===== src/rtl/mux_sel_arbiter_pkg.sv =====
// Shared definitions for the mux select arbiter: FSM state encodings and
// mux select values.
package mux_sel_arbiter_pkg;

    typedef enum logic [1:0] {
        ST_IDLE  = 2'd0,
        ST_GNT_A = 2'd1,
        ST_GNT_B = 2'd2
    } arb_state_e;

    localparam logic SEL_A = 1'b0;
    localparam logic SEL_B = 1'b1;

endpackage


===== src/rtl/mux_sel_arbiter_burst_counter.sv =====
// Burst length counter for the arbiter. hit flags that the next increment
// reaches MAX_BURST; CNT_W must be wide enough to represent MAX_BURST.
module mux_sel_arbiter_burst_counter #(
    parameter int MAX_BURST = 4,
    parameter int CNT_W     = 4
) (
    input  logic clk,
    input  logic rst,
    input  logic clr,
    input  logic inc,
    output logic hit
);

    logic [CNT_W-1:0] count_q;
    logic [CNT_W-1:0] count_d;

    always_comb begin
        count_d = count_q;
        if (clr) begin
            count_d = '0;
        end else if (inc) begin
            count_d = count_q + CNT_W'(1);
        end
    end

    always_ff @(posedge clk) begin
        if (rst) begin
            count_q <= '0;
        end else begin
            count_q <= count_d;
        end
    end

    assign hit = ((count_q + CNT_W'(1)) == CNT_W'(MAX_BURST));

endmodule


===== src/rtl/mux_sel_arbiter.sv =====
// Round-robin, burst-limited arbiter steering a 2:1 mux between sources A
// and B. The select output is registered so the mux output never glitches.
module mux_sel_arbiter
    import mux_sel_arbiter_pkg::*;
#(
    parameter int MAX_BURST = 4,
    parameter int CNT_W     = 4
) (
    input  logic clk,
    input  logic rst,
    input  logic req_a,
    input  logic req_b,
    output logic ready_a,
    output logic ready_b,
    output logic s,
    output logic out_valid,
    input  logic out_ready
);

    arb_state_e state_q, state_d;
    logic       s_q, s_d;
    logic       last_q, last_d;
    logic       cnt_clr;
    logic       cnt_inc;
    logic       cnt_hit;

    mux_sel_arbiter_burst_counter #(
        .MAX_BURST (MAX_BURST),
        .CNT_W     (CNT_W)
    ) u_burst_counter (
        .clk (clk),
        .rst (rst),
        .clr (cnt_clr),
        .inc (cnt_inc),
        .hit (cnt_hit)
    );

    always_comb begin
        state_d   = state_q;
        s_d       = s_q;
        last_d    = last_q;
        cnt_clr   = 1'b0;
        cnt_inc   = 1'b0;
        out_valid = 1'b0;
        ready_a   = 1'b0;
        ready_b   = 1'b0;

        case (state_q)
            ST_IDLE: begin
                // On contention the source opposite the last grant wins.
                if (req_a && (!req_b || last_q == SEL_B)) begin
                    state_d = ST_GNT_A;
                end else if (req_b) begin
                    state_d = ST_GNT_B;
                end
            end
            ST_GNT_A: begin
                out_valid = req_a;
                ready_a   = out_ready;
                if (!req_a) begin
                    cnt_clr = 1'b1;
                    state_d = req_b ? ST_GNT_B : ST_IDLE;
                end else if (out_ready) begin
                    if (cnt_hit) begin
                        cnt_clr = 1'b1;
                        if (req_b) begin
                            state_d = ST_GNT_B;
                        end
                    end else begin
                        cnt_inc = 1'b1;
                    end
                end
            end
            ST_GNT_B: begin
                out_valid = req_b;
                ready_b   = out_ready;
                if (!req_b) begin
                    cnt_clr = 1'b1;
                    state_d = req_a ? ST_GNT_A : ST_IDLE;
                end else if (out_ready) begin
                    if (cnt_hit) begin
                        cnt_clr = 1'b1;
                        if (req_a) begin
                            state_d = ST_GNT_A;
                        end
                    end else begin
                        cnt_inc = 1'b1;
                    end
                end
            end
            default: begin
                state_d = ST_IDLE;
            end
        endcase

        // Select and last-grant follow the granted state; IDLE holds both.
        if (state_d == ST_GNT_A) begin
            s_d    = SEL_A;
            last_d = SEL_A;
        end else if (state_d == ST_GNT_B) begin
            s_d    = SEL_B;
            last_d = SEL_B;
        end
    end

    always_ff @(posedge clk) begin
        if (rst) begin
            state_q <= ST_IDLE;
            s_q     <= SEL_A;
            last_q  <= SEL_B;
        end else begin
            state_q <= state_d;
            s_q     <= s_d;
            last_q  <= last_d;
        end
    end

    assign s = s_q;

endmodule


===== config.mk =====
export PLATFORM = sky130hd
export DESIGN_NAME = mux_sel_arbiter
export DESIGN_NICKNAME = d
export VERILOG_FILES = /design/src/rtl/mux_sel_arbiter_pkg.sv /design/src/rtl/mux_sel_arbiter_burst_counter.sv /design/src/rtl/mux_sel_arbiter.sv
export SDC_FILE = /design/constraint.sdc
export NUM_CORES = 1
export LEC_CHECK = 0
export CAP_MARGIN = 20
export CORE_AREA = 8 8 45 47
export CTS_CLUSTER_SIZE = 10
export DETAILED_ROUTE_END_ITERATION = 16
export DIE_AREA = 0 0 53 55
export HOLD_SLACK_MARGIN = 0.1
export PLACE_DENSITY = 0.68
export SYNTH_ARGS = -nofsm -noshare
export SYNTH_HDL_FRONTEND = slang
export SYNTH_HIERARCHICAL = 1
export SYNTH_SLANG_ARGS = --single-unit

===== constraint.sdc =====
create_clock -name clk -period 4.5 [get_ports clk]
set_clock_uncertainty 0.15 [all_clocks]
set_input_delay 0.45 -clock clk [delete_from_list [all_inputs] [get_ports clk]]
set_output_delay 0.45 -clock clk [all_outputs]
set_load 0.1 [all_outputs]

# Word level (Yosys, flattened, before mapping)
# Cells that the tools add are included.
# totals
reg_bits	8
elab_cells	44
# classes
addsub	1
eq_ne	5
n_mux	27
n_reduce_logical	7
# op_table
operator	count
2-to-1 mux 2 bit	10
2-to-1 mux 1 bit	13
one-hot mux 1 bit (2 select lines)	3
one-hot mux 2 bit (3 select lines)	1
adder 4 x 1 -> 4 bit (second input constant)	1
== test 2 x 1 -> 1 bit (second input constant)	2
== test 2 bit (second input constant)	2
== test 4 x 3 -> 1 bit (second input constant)	1
OR reduction 2 bit	2
logical NOT 2 bit	1
nonzero test 2 bit	1
logical AND 1 bit	1
logical NOT 1 bit	1
logical OR 1 bit	1

# Longest topological paths before layout
# Gate-level depths: netlist of run 1.
# logic_depth
depth_word	9
mapped_depth	9

# Hierarchy
# The synthesis of run 1 kept the hierarchy.
# modules_own_cells
mod	instances	cells_each	area_each_um2	seq_area_each_um2
mux_sel_arbiter	1	45	407.9	80.1
mux_sel_arbiter_burst_counter	1	18	185.2	80.1

# Least setup slack after synthesis of run 1
# No wires, ideal clock.
# synth_timing
path_type	register to register
from	reg u_burst_counter.count_q[0]
to	reg last_q
setup_ns	0.117
t_arrival_ns	1.902
setup_slack_ns	2.331
path_stages_with_launch	9
path_buffers	0
synth_period_minus_slack_ns	2.169
path_cell_list	dfxtp_1 -> ha_1 -> nor3b_1 -> a21bo_2 -> nand3_1 -> a31o_1 -> ha_1 -> mux2i_1 -> nand2b_1
# synth_between
elab_chain_len	8
# synth_rtl
element	line	rtl
from (decl)	mux_sel_arbiter_burst_counter.sv:14	logic [CNT_W-1:0] count_q;
from (signal assigned)	mux_sel_arbiter_burst_counter.sv:30	count_q <= count_d;
adder 4 x 1 -> 4 bit *	mux_sel_arbiter_burst_counter.sv:34	assign hit = ((count_q + CNT_W'(1)) == CNT_W'(MAX_BURST));
== test 4 x 3 -> 1 bit *	mux_sel_arbiter_burst_counter.sv:34	
named net cnt_hit	mux_sel_arbiter.sv:25	logic cnt_hit;
2-to-1 mux 2 bit (on tied branches)	mux_sel_arbiter.sv:81, mux_sel_arbiter.sv:64	
2-to-1 mux 2 bit (on tied branches)	mux_sel_arbiter.sv:80, mux_sel_arbiter.sv:63	
2-to-1 mux 2 bit (on tied branches)	mux_sel_arbiter.sv:77, mux_sel_arbiter.sv:60	
one-hot mux 2 bit (3 select lines) *	mux_sel_arbiter.sv:48	case (state_q)
== test 2 x 1 -> 1 bit / == test 2 bit (equally long branches)	mux_sel_arbiter.sv:97, mux_sel_arbiter.sv:100	
2-to-1 mux 1 bit / nonzero test 2 bit (equally long branches)	n/a	
to (signal assigned)	mux_sel_arbiter.sv:114	last_q <= last_d;
to (decl)	mux_sel_arbiter.sv:22	logic last_q, last_d;
# The timed path passes the listed nets; every way through them passes the cells marked *.
# A chain may end at the register's enable or synchronous reset.

# Worst setup path after layout of run 1
# layout_timing
from	in req_b
to	out out_valid
# layout_between
elab_chain_len	1
# layout_rtl
element	line	rtl
from (decl)	mux_sel_arbiter.sv:12	input logic req_b,
one-hot mux 1 bit (2 select lines)	mux_sel_arbiter.sv:48	
to (decl)	mux_sel_arbiter.sv:16	output logic out_valid,
# No other way between the ends.

==> results of run 1 <==
synthesized netlist by cell type:
master / count
dfxtp_1: 8
ha_1: 7
a21bo_2: 3
a31oi_1: 3
and2_1: 3
inv_1: 3
mux2i_1: 3
nand3_1: 3
nor2_1: 3
nor3_1: 3
nand2b_1: 2
nand4b_1: 2
nor3b_1: 2
a21bo_1: 1
a21oi_1: 1
a22o_2: 1
a22oi_1: 1
a311oi_1: 1
a311oi_2: 1
a31o_1: 1
a31o_2: 1
and3b_1: 1
mux2_1: 1
nand2_1: 1
nand3_2: 1
nand3b_1: 1
nand4_1: 1
nor2b_1: 1
o21bai_1: 1
or2_2: 1
xnor2_1: 1
critical path, cell delays in order:
cell             delay (ns)
clkdlybuf4s50_1        0.60
a22o_2                 0.21
and2_1                 0.12
clkdlybuf4s50_1        1.13
cells by family after synthesis:
logic type / Yosys count / synth area share
and+or+nand+nor: 25 / 0.2595
AOI/OAI and AO/OA: 15 / 0.2194
DFF: 8 / 0.2700
adders and majority gates: 7 / 0.1477
muxes: 4 / 0.06962
buffers and inverters: 3 / 0.01899
xor gates and xnor gates: 1 / 0.01477
stage by stage:
stage	worst slack (ns)	hold WS (ns)	power, mW
after floorplan	2.331	0.2890	0.1850
after global placement	1.413	0.3201	0.2142
after detailed placement	1.386	0.3245	0.2142
after CTS	1.387	0.3393	0.2689
after global routing	1.296	0.3714	0.2851
final	1.398	0.3395	0.2643
how the worst max path moves through the flow:
stage                                             from                   to  slack [ns]  cells after the start
6_report                                         req_b            out_valid        1.40                      4
5_1_grt                                          req_b            out_valid        1.30                      4
4_1_cts                                          req_b            out_valid        1.39                      4
3_5_place_dp                                     req_b            out_valid        1.39                      4
3_3_place_gp                                     req_b            out_valid        1.41                      4
2_1_floorplan  u_burst_counter/count_q[0]$_SDFFE_PP0P_  last_q$_SDFFE_PP1P_        2.33                      8
routing by layer:
layer  routed length [um]  part of all wire  global-route usage  vias up
met4                    0                 0             0.04741        0
met1                  567              0.48              0.1130      231
met3                   66             0.056             0.04011        0
li1                     -                 -                   -      263
met5                    0                 0                   0        -
met2                  545              0.46              0.1484        8
where the power goes:
group          total (mW)  internal, mW  switching, mW
clock network      0.0515        0.0303         0.0212
logic               0.125        0.0508         0.0745
registers          0.0875        0.0798        0.00766
total               0.264         0.161          0.103
cell type report:
type,count,share of cell area
Inverter,3,0.01573
Multi-Input combinational cell,52,0.5892
Timing Repair Buffer,8,0.1119
Tap cell,16,0.02797
Sequential cell,8,0.2238
Clock buffer,3,0.03147
registers in the layout, indices dropped and copies added, names as in the netlist:
signal and cells:
u_burst_counter/count_q 4, state_q 2, last_q 1, s 1
==> results.py, run 1 <==
metrics = {
    "floorplan": {
        "die-area_um2": 2915,
        "fp.dieW_um": 53,
        "pin_count": 9,
        "fp.dieH_um": 55,
        "rows": 14,
        "core_um2": 1384,
        "initial_utilization": 0.4286,
    },
    "route": {
        "vias": 502,
        "drc": 0,
        "drtIter0Drc": 9,
        "routedWlPerCell_um": 13.10,
        "first_pass_iters": 4,
        "drt.antenna.violating_nets": 0,
        "via_per_inst": 5.578,
        "wl_mm": 1.179,
    },
    "cts": {
        "clockBufferDepth": 2,
        "cts_buffers": 3,
        "cts_hold_buf": 0,
        "htreeDepth": 1,
        "worst_skew_pair.late_latency_ns": 0.25,
        "clkSlewWorstSetupHoldPaths_ns": 0.05,
        "cts_sinks": 8,
        "ctsRootBufferMaster": "clkbuf_4",
        "cts_resized": 0,
        "cts_tree": "built",
        "cts_setup_buffers": 0,
    },
    "grt": {
        "grt_pass1_wl_mm": 2.132,
        "antenna_found_initial": 0,
        "grt_overflow": 0,
        "grt_pass1_vias": 519,
        "grt.total_usage": 0.09633,
        "grt_max_degree": 9,
    },
    "timing": {
        "fmax_mhz": 322.4,
        "timing.setup.tns_ns": 0,
        "grt_setup_unrepaired": "false",
        "setup_viol_count_final": 0,
        "relSlewSlack": 0.3464,
        "period_needed_ns": 3.102,
        "final_max_slew_viol_count": 0,
        "worst_pin_slew_ns": 0.9773,
        "fin_crit_sh": 0.6893,
        "hold_violations": 0,
    },
    "synthesis": {
        "synth_top_cell_area_share": 0.2700,
        "synthCells": 63,
        "yosys_warnings": 6,
        "synthTopCellsByArea": "dfxtp_1 27%, ha_1 15%, a21bo_2 5.1%",
        "synth.distinct_cells": 31,
        "yosysTopAreaCell": "dfxtp_1",
        "synth.yosys.seq_area_share": 0.2700,
        "synth_area_um2": 593.1,
        "syn-mean-instance-area_um2": 9.414,
        "ys_ff_latch": 8,
        "synth_fp_nets": 75,
    },
    "finish": {
        "postLayoutCoreUtil": 0.5172,
        "drive_gt1_frac": 0.1486,
        "layout_common_cells": "8 x clkdlybuf4s50_1, 8 x dfxtp_1, 7 x ha_1",
        "final_cells": 90,
        "final_area_um2": 715.7,
        "nets": 88,
        "syn_to_final_growth_pct": 20.67,
        "multiInputGateArea_um2": 421.7,
        "antenna_cells": 0,
        "n_fill_cell": 135,
        "register_area_um2": 160.2,
    },
    "worst_setup_path": {
        "r2r_cells": 8,
        "endpoint_kind": "primary output",
        "arrival_ns": 2.50,
        "cp-start-kind": "input pin",
        "path_max_fanout": 8,
        "critPathKind": "in -> out",
        "required_ns": 3.90,
        "rr_startpoint": "u_burst_counter/count_q[0]$_SDFFE_PP0P_",
        "r2r_end": "last_q$_SDFFE_PP1P_",
        "rrSetupSlack_ns": 2.09,
    },
    "placement": {
        "place_area_um2": 693.2,
        "numPortBuffers": 8,
        "gp_congestion": 0.8476,
        "dp_hpwl_um": 914.6,
        "dp_cells": 87,
    },
    "worst_hold_path": {
        "holdPathEnd": "last_q$_SDFFE_PP1P_",
        "whs_path_depth": 2,
        "hp-start": "last_q$_SDFFE_PP1P_",
        "hold_class": "reg -> reg",
    },
    "run_status": {
        "outcome": "complete, no violations",
    },
    "run": {
        "maxCapViolCount": 0,
    },
    "power_and_ir_drop": {
        "powerDensity_nw_per_um2": 369.4,
        "leakagePower_nw": 0.2786,
        "ir_worst_vdd_uv": 234.9,
    },
}
Note: power is estimated with default switching activity, not from simulation.
==> run 2: changes to the inputs <==
--- a/config.mk
+++ b/config.mk
@@ -6,12 +6,12 @@
 export NUM_CORES = 1
 export LEC_CHECK = 0
 export CAP_MARGIN = 20
-export CORE_AREA = 8 8 45 47
+export CORE_MARGIN = 8
+export CORE_UTILIZATION = 45
 export CTS_CLUSTER_SIZE = 10
 export DETAILED_ROUTE_END_ITERATION = 16
-export DIE_AREA = 0 0 53 55
 export HOLD_SLACK_MARGIN = 0.1
-export PLACE_DENSITY = 0.68
+export PLACE_DENSITY = 0.71
 export SYNTH_ARGS = -nofsm -noshare
 export SYNTH_HDL_FRONTEND = slang
 export SYNTH_HIERARCHICAL = 1
==> constraint.sdc (replaced) <==
create_clock -name clk -period 2.7 [get_ports clk]
set_clock_uncertainty 0.15 [all_clocks]
set_input_delay 0.27 -clock clk [delete_from_list [all_inputs] [get_ports clk]]
set_output_delay 0.27 -clock clk [all_outputs]
set_load 0.1 [all_outputs]
==> run 2 against run 1 <==
  * Via count rose by 4.6%
  * Design area rose by 2.3%
  * Sequential power rose by 67%
  * Sequential share of layout area fell by 0.50 points
  * Count of clock-buffer cells in the layout did not move
  * Register-to-register slack got worse by 1.6 ns
  * Worst setup slack got worse by 0.92 ns
  * Clock power rose by 79%
  * Critical path depth rose by 5
==> results.py, run 2 (synthesis gave the netlist of run 1 again) <==
metrics = {
    "finish": {
        "layout_common_cells": "8 x dfxtp_1, 7 x ha_1, 5 x buf_4, 4 x clkdlybuf4s50_1",
        "reg.largest.list": "u_burst_counter/count_q x4, state_q x2",
        "syn_to_final_growth_pct": 23.42,
        "largest_reg_flops": 4,
        "nets": 90,
        "final_common_cell": "dfxtp_1",
        "regMostFlops": "u_burst_counter/count_q",
        "drive_gt1_frac": 0.2237,
        "postLayoutCoreUtil": 0.5769,
        "antenna_cells": 0,
    },
    "grt": {
        "grt_pass1_wl_mm": 2.194,
        "grt_overflow": 0,
        "grt_pass1_vias": 509,
        "grt_max_degree": 9,
        "antenna_found_initial": 0,
        "grt.total_usage": 0.1028,
    },
    "worst_setup_path": {
        "crit_family": "adder cells",
        "endpoint_kind": "flip-flop",
        "crit_top_cell": "ha_1",
        "cp_cell_sequence": "ha_1 > nor3b_1 > buf_4 > a21bo_2 > nand3_1 > a31oi_1 > ha_1 > mux2i_1 > nand2b_1",
        "path_max_fanout": 5,
        "critPathKind": "reg -> reg",
        "cp-start-kind": "flip-flop",
        "slowest_delay_ns": 0.38,
        "path_buf_inv": 1,
        "required_ns": 2.70,
        "critPathSlowestCell": "dfxtp_1",
        "arrival_ns": 2.22,
    },
    "cts": {
        "clkSlewWorstSetupHoldPaths_ns": 0.05,
        "htreeDepth": 1,
        "ctsRootBufferMaster": "clkbuf_4",
        "cts_tree": "built",
        "cts_buffers": 3,
        "cts_setup_buffers": 0,
        "worst_skew_pair.late_latency_ns": 0.25,
        "cts_hold_buf": 0,
        "cts_sinks": 8,
        "cts_resized": 0,
        "clockBufferDepth": 2,
    },
    "floorplan": {
        "die-area_um2": 2736,
        "pin_count": 9,
        "fp.dieH_um": 52.31,
        "initial_utilization": 0.4675,
        "core_um2": 1269,
        "fp.dieW_um": 52.31,
        "rows": 13,
    },
    "placement": {
        "gp_congestion": 0.7395,
        "numPortBuffers": 8,
        "dp_hpwl_um": 960.1,
        "pre_cts_ws_ns": 0.4376,
    },
    "timing": {
        "worst_pin_slew_ns": 0.3077,
        "setup_ws_ns": 0.4789,
        "period_needed_ns": 2.221,
        "relSlewSlack": 0.7939,
        "fmax_mhz": 450.2,
        "grt_setup_unrepaired": "false",
        "fin_crit_sh": 0.8226,
        "timing.setup.tns_ns": 0,
        "final_max_slew_viol_count": 0,
        "hold_violations": 0,
        "setup_viol_count_final": 0,
    },
    "route": {
        "drtIter0Drc": 11,
        "routedWlPerCell_um": 13.82,
        "wl_mm": 1.258,
        "drc": 0,
        "via_per_inst": 5.769,
        "drt.antenna.violating_nets": 0,
        "first_pass_iters": 4,
        "vias": 525,
    },
    "power_and_ir_drop": {
        "ir_worst_vdd_uv": 295.3,
        "leakagePower_nw": 0.2999,
        "powerDensity_nw_per_um2": 618.9,
    },
    "run_status": {
        "outcome": "complete, no violations",
    },
    "worst_hold_path": {
        "hold_class": "reg -> reg",
    },
    "run": {
        "maxCapViolCount": 0,
    },
}
-- run 2: metal layers --
metal	track usage	part of all wire	up-vias
met4	0.07328	0.017	0
met1	0.1252	0.49	243
met2	0.1502	0.42	14
met5	0	0	-
li1	-	-	264
met3	0.02841	0.072	4
-- run 2: area by class of cell --
class                           instances  area, um2
Tap cell                               15      18.77
Inverter                                3      11.26
Clock buffer                            3      22.52
Fill cell                             122      536.8
Multi-Input combinational cell         52      421.7
Sequential cell                         8      160.2
Timing Repair Buffer                   10      97.59
-- run 2: stage by stage --
stage	instances	cell area [um2]	total power, mW	hold slack [ns]
final	91	732.0	0.4530	0.3451
after global routing	91	732.0	0.4852	0.3828
after CTS	91	732.0	0.4578	0.3472
after detailed placement	88	709.4	0.3619	0.3341
after global placement	88	709.4	0.3569	0.3161
after floorplan	63	593.1	0.3083	0.1957
-- run 2: report_power, final --
group          total [mW]  switching, mW  internal (mW)
Clock              0.0922         0.0413         0.0509
Sequential          0.146         0.0132          0.133
Combinational       0.215          0.127         0.0878
Total               0.453          0.182          0.271
-- run 2: worst reg2reg max path: stages, from the launching register on --
cell	delay, ns
dfxtp_1	0.38
ha_1	0.21
nor3b_1	0.19
buf_4	0.16
a21bo_2	0.13
nand3_1	0.14
a31oi_1	0.23
ha_1	0.28
mux2i_1	0.16
nand2b_1	0.07
-- run 2: final timing paths --
kind	startpoint	to	slack [ns]	cells after the start
worst min-delay path	last_q$_SDFFE_PP1P_	last_q$_SDFFE_PP1P_	0.35	2
worst max-delay path	u_burst_counter/count_q[0]$_SDFFE_PP0P_	last_q$_SDFFE_PP1P_	0.48	9
worst min register to register	last_q$_SDFFE_PP1P_	last_q$_SDFFE_PP1P_	0.35	2
worst max register to register	u_burst_counter/count_q[0]$_SDFFE_PP0P_	last_q$_SDFFE_PP1P_	0.48	9
==> run 3: changes to the inputs <==
--- a/config.mk
+++ b/config.mk
@@ -6,12 +6,12 @@
 export NUM_CORES = 1
 export LEC_CHECK = 0
 export CAP_MARGIN = 20
-export CORE_MARGIN = 8
-export CORE_UTILIZATION = 45
+export CORE_AREA = 8 8 45 47
 export CTS_CLUSTER_SIZE = 10
 export DETAILED_ROUTE_END_ITERATION = 16
+export DIE_AREA = 0 0 53 55
 export HOLD_SLACK_MARGIN = 0.1
-export PLACE_DENSITY = 0.71
+export PLACE_DENSITY = 0.68
 export SYNTH_ARGS = -nofsm -noshare
 export SYNTH_HDL_FRONTEND = slang
 export SYNTH_HIERARCHICAL = 1
==> constraint.sdc (replaced) <==
create_clock -name clk -period 2.2 [get_ports clk]
set_clock_uncertainty 0.15 [all_clocks]
set_input_delay 0.22 -clock clk [delete_from_list [all_inputs] [get_ports clk]]
set_output_delay 0.22 -clock clk [all_outputs]
set_load 0.1 [all_outputs]
==> run 3 against run 2 <==
  * Maximum frequency increased by 7.9%
  * Power increased by 26%
  * Via count unchanged
  * Non-clock buffer count increased by 2
  * Largest power group unchanged
  * Clock power increased by 16%
  * Wire length decreased by 6.4%
==> results.py, run 3 (synthesis gave the netlist of run 1 again) <==
metrics = {
    "finish": {
        "final_area_um2": 792.0,
        "syn_to_final_growth_pct": 33.54,
        "postLayoutCoreUtil": 0.5723,
        "antenna_cells": 0,
        "reg.largest.list": "u_burst_counter/count_q x4, state_q x2",
        "largest_reg_flops": 4,
        "layout_common_cells": "5 x ha_1, 5 x dfxtp_1, 5 x buf_4, 4 x clkdlybuf4s50_1",
        "nets": 92,
        "drive_gt1_frac": 0.3333,
        "regMostFlops": "u_burst_counter/count_q",
    },
    "grt": {
        "grt_overflow": 0,
        "antenna_found_initial": 0,
        "grt_pass1_wl_mm": 2.145,
        "grt_max_degree": 9,
        "grt_pass1_vias": 539,
        "grt.total_usage": 0.09589,
    },
    "power_and_ir_drop": {
        "power_frac_comb": 0.503,
        "switching_share": 0.3820,
        "power_frac_clock": 0.186,
        "internal_power_uw": 353.7,
        "seqPwrFrac": 0.311,
        "leakagePower_nw": 0.3175,
        "ir_worst_vdd_uv": 471.3,
        "power_switching_uw": 218.6,
        "powerDensity_nw_per_um2": 722.6,
    },
    "placement": {
        "place_area_um2": 750.7,
        "gp_congestion": 0.8044,
        "dp_hpwl_um": 969.4,
        "numPortBuffers": 8,
    },
    "worst_setup_path": {
        "required_ns": 2.19,
        "cp-start-kind": "flip-flop",
        "rrSetupSlack_ns": 0.14,
        "path_max_fanout": 5,
        "endpoint_kind": "flip-flop",
        "arrival_ns": 2.05,
        "critPathKind": "reg -> reg",
    },
    "worst_hold_path": {
        "hold_class": "reg -> reg",
    },
    "route": {
        "first_pass_iters": 3,
        "wl_mm": 1.177,
        "drc": 0,
        "drt.antenna.violating_nets": 0,
        "via_per_inst": 5.585,
        "vias": 525,
        "routedWlPerCell_um": 12.52,
        "drtIter0Drc": 6,
    },
    "cts": {
        "cts_hold_buf": 0,
        "clockBufferDepth": 2,
        "cts_setup_buffers": 0,
        "htreeDepth": 1,
        "cts_buffers": 3,
        "cts_resized": 0,
        "cts_tree": "built",
        "ctsRootBufferMaster": "clkbuf_4",
        "clkSlewWorstSetupHoldPaths_ns": 0.05,
        "cts_sinks": 8,
        "worst_skew_pair.late_latency_ns": 0.24,
    },
    "floorplan": {
        "fp.dieH_um": 55,
        "initial_utilization": 0.4286,
        "die-area_um2": 2915,
        "pin_count": 9,
        "core_um2": 1384,
        "rows": 14,
        "fp.dieW_um": 53,
    },
    "timing": {
        "setup_viol_count_final": 0,
        "hold_violations": 0,
        "worst_pin_slew_ns": 0.2785,
        "period_needed_ns": 2.059,
        "fin_crit_sh": 0.9357,
        "relSlewSlack": 0.8129,
        "final_max_slew_viol_count": 0,
        "fmax_mhz": 485.8,
    },
    "run": {
        "maxCapViolCount": 0,
    },
    "run_status": {
        "outcome": "complete, no violations",
    },
}
[run 3: changes by cell type in the layout (fill, tap and decap cells not counted), sizes merged]
cell	previous run	this run
buf	6	8
[run 3: power groups by stage]
stage               Sequential (mW)  Combinational (mW)  Clock (mW)
global placement              0.179               0.281           0
detailed placement            0.180               0.287           0
finish                        0.178               0.288       0.107
floorplan                     0.203               0.175           0
global route                  0.181               0.314       0.121
CTS                           0.177               0.288       0.114
[run 3: path summary, 6_finish.rpt]
check	from	end	cells after the start
worst max-delay path	u_burst_counter/count_q[0]$_SDFFE_PP0P_	last_q$_SDFFE_PP1P_	9
worst min-delay path	last_q$_SDFFE_PP1P_	last_q$_SDFFE_PP1P_	2
worst max register to register	u_burst_counter/count_q[0]$_SDFFE_PP0P_	last_q$_SDFFE_PP1P_	9
worst min register to register	last_q$_SDFFE_PP1P_	last_q$_SDFFE_PP1P_	2
[run 3: routing by layer]
layer / GRT usage / part of all wire
met4: 0.03879 / 0.0051
met5: 0 / 0
met2: 0.1699 / 0.47
met3: 0.03209 / 0.063
met1: 0.1026 / 0.46
[run 3: through the flow]
stage	TNS, ns	worst slack, ns	cells	hold slack, ns	total power, mW
after floorplan	0	0.03080	63	0.1457	0.3784
after global placement	0	0.07506	91	0.3213	0.4599
after detailed placement	0	0.05361	91	0.3313	0.4664
after CTS	0	0.04741	94	0.3470	0.5786
after global routing	-0.001189	-0.001189	94	0.3829	0.6157
final	0	0.1414	94	0.3369	0.5723
[run 3: area by class of cell]
class                      instances  area (um2)
clock buffer                       3       22.52
fill                             120       591.8
inverter                           3       11.26
multi-input combinational         52       436.7
sequential                         8       163.9
tap                               16       20.02
timing repair buffer              12       137.6
[run 3: worst max-delay path, cell delays in order, from the launching register on]
cell and delay (ns):
dfxtp_2 0.33, ha_2 0.19, nor3b_2 0.15, buf_4 0.14, a21bo_2 0.21, nand3_1 0.14, a31oi_1 0.10, ha_1 0.30
mux2i_1 0.18, nand2b_1 0.07
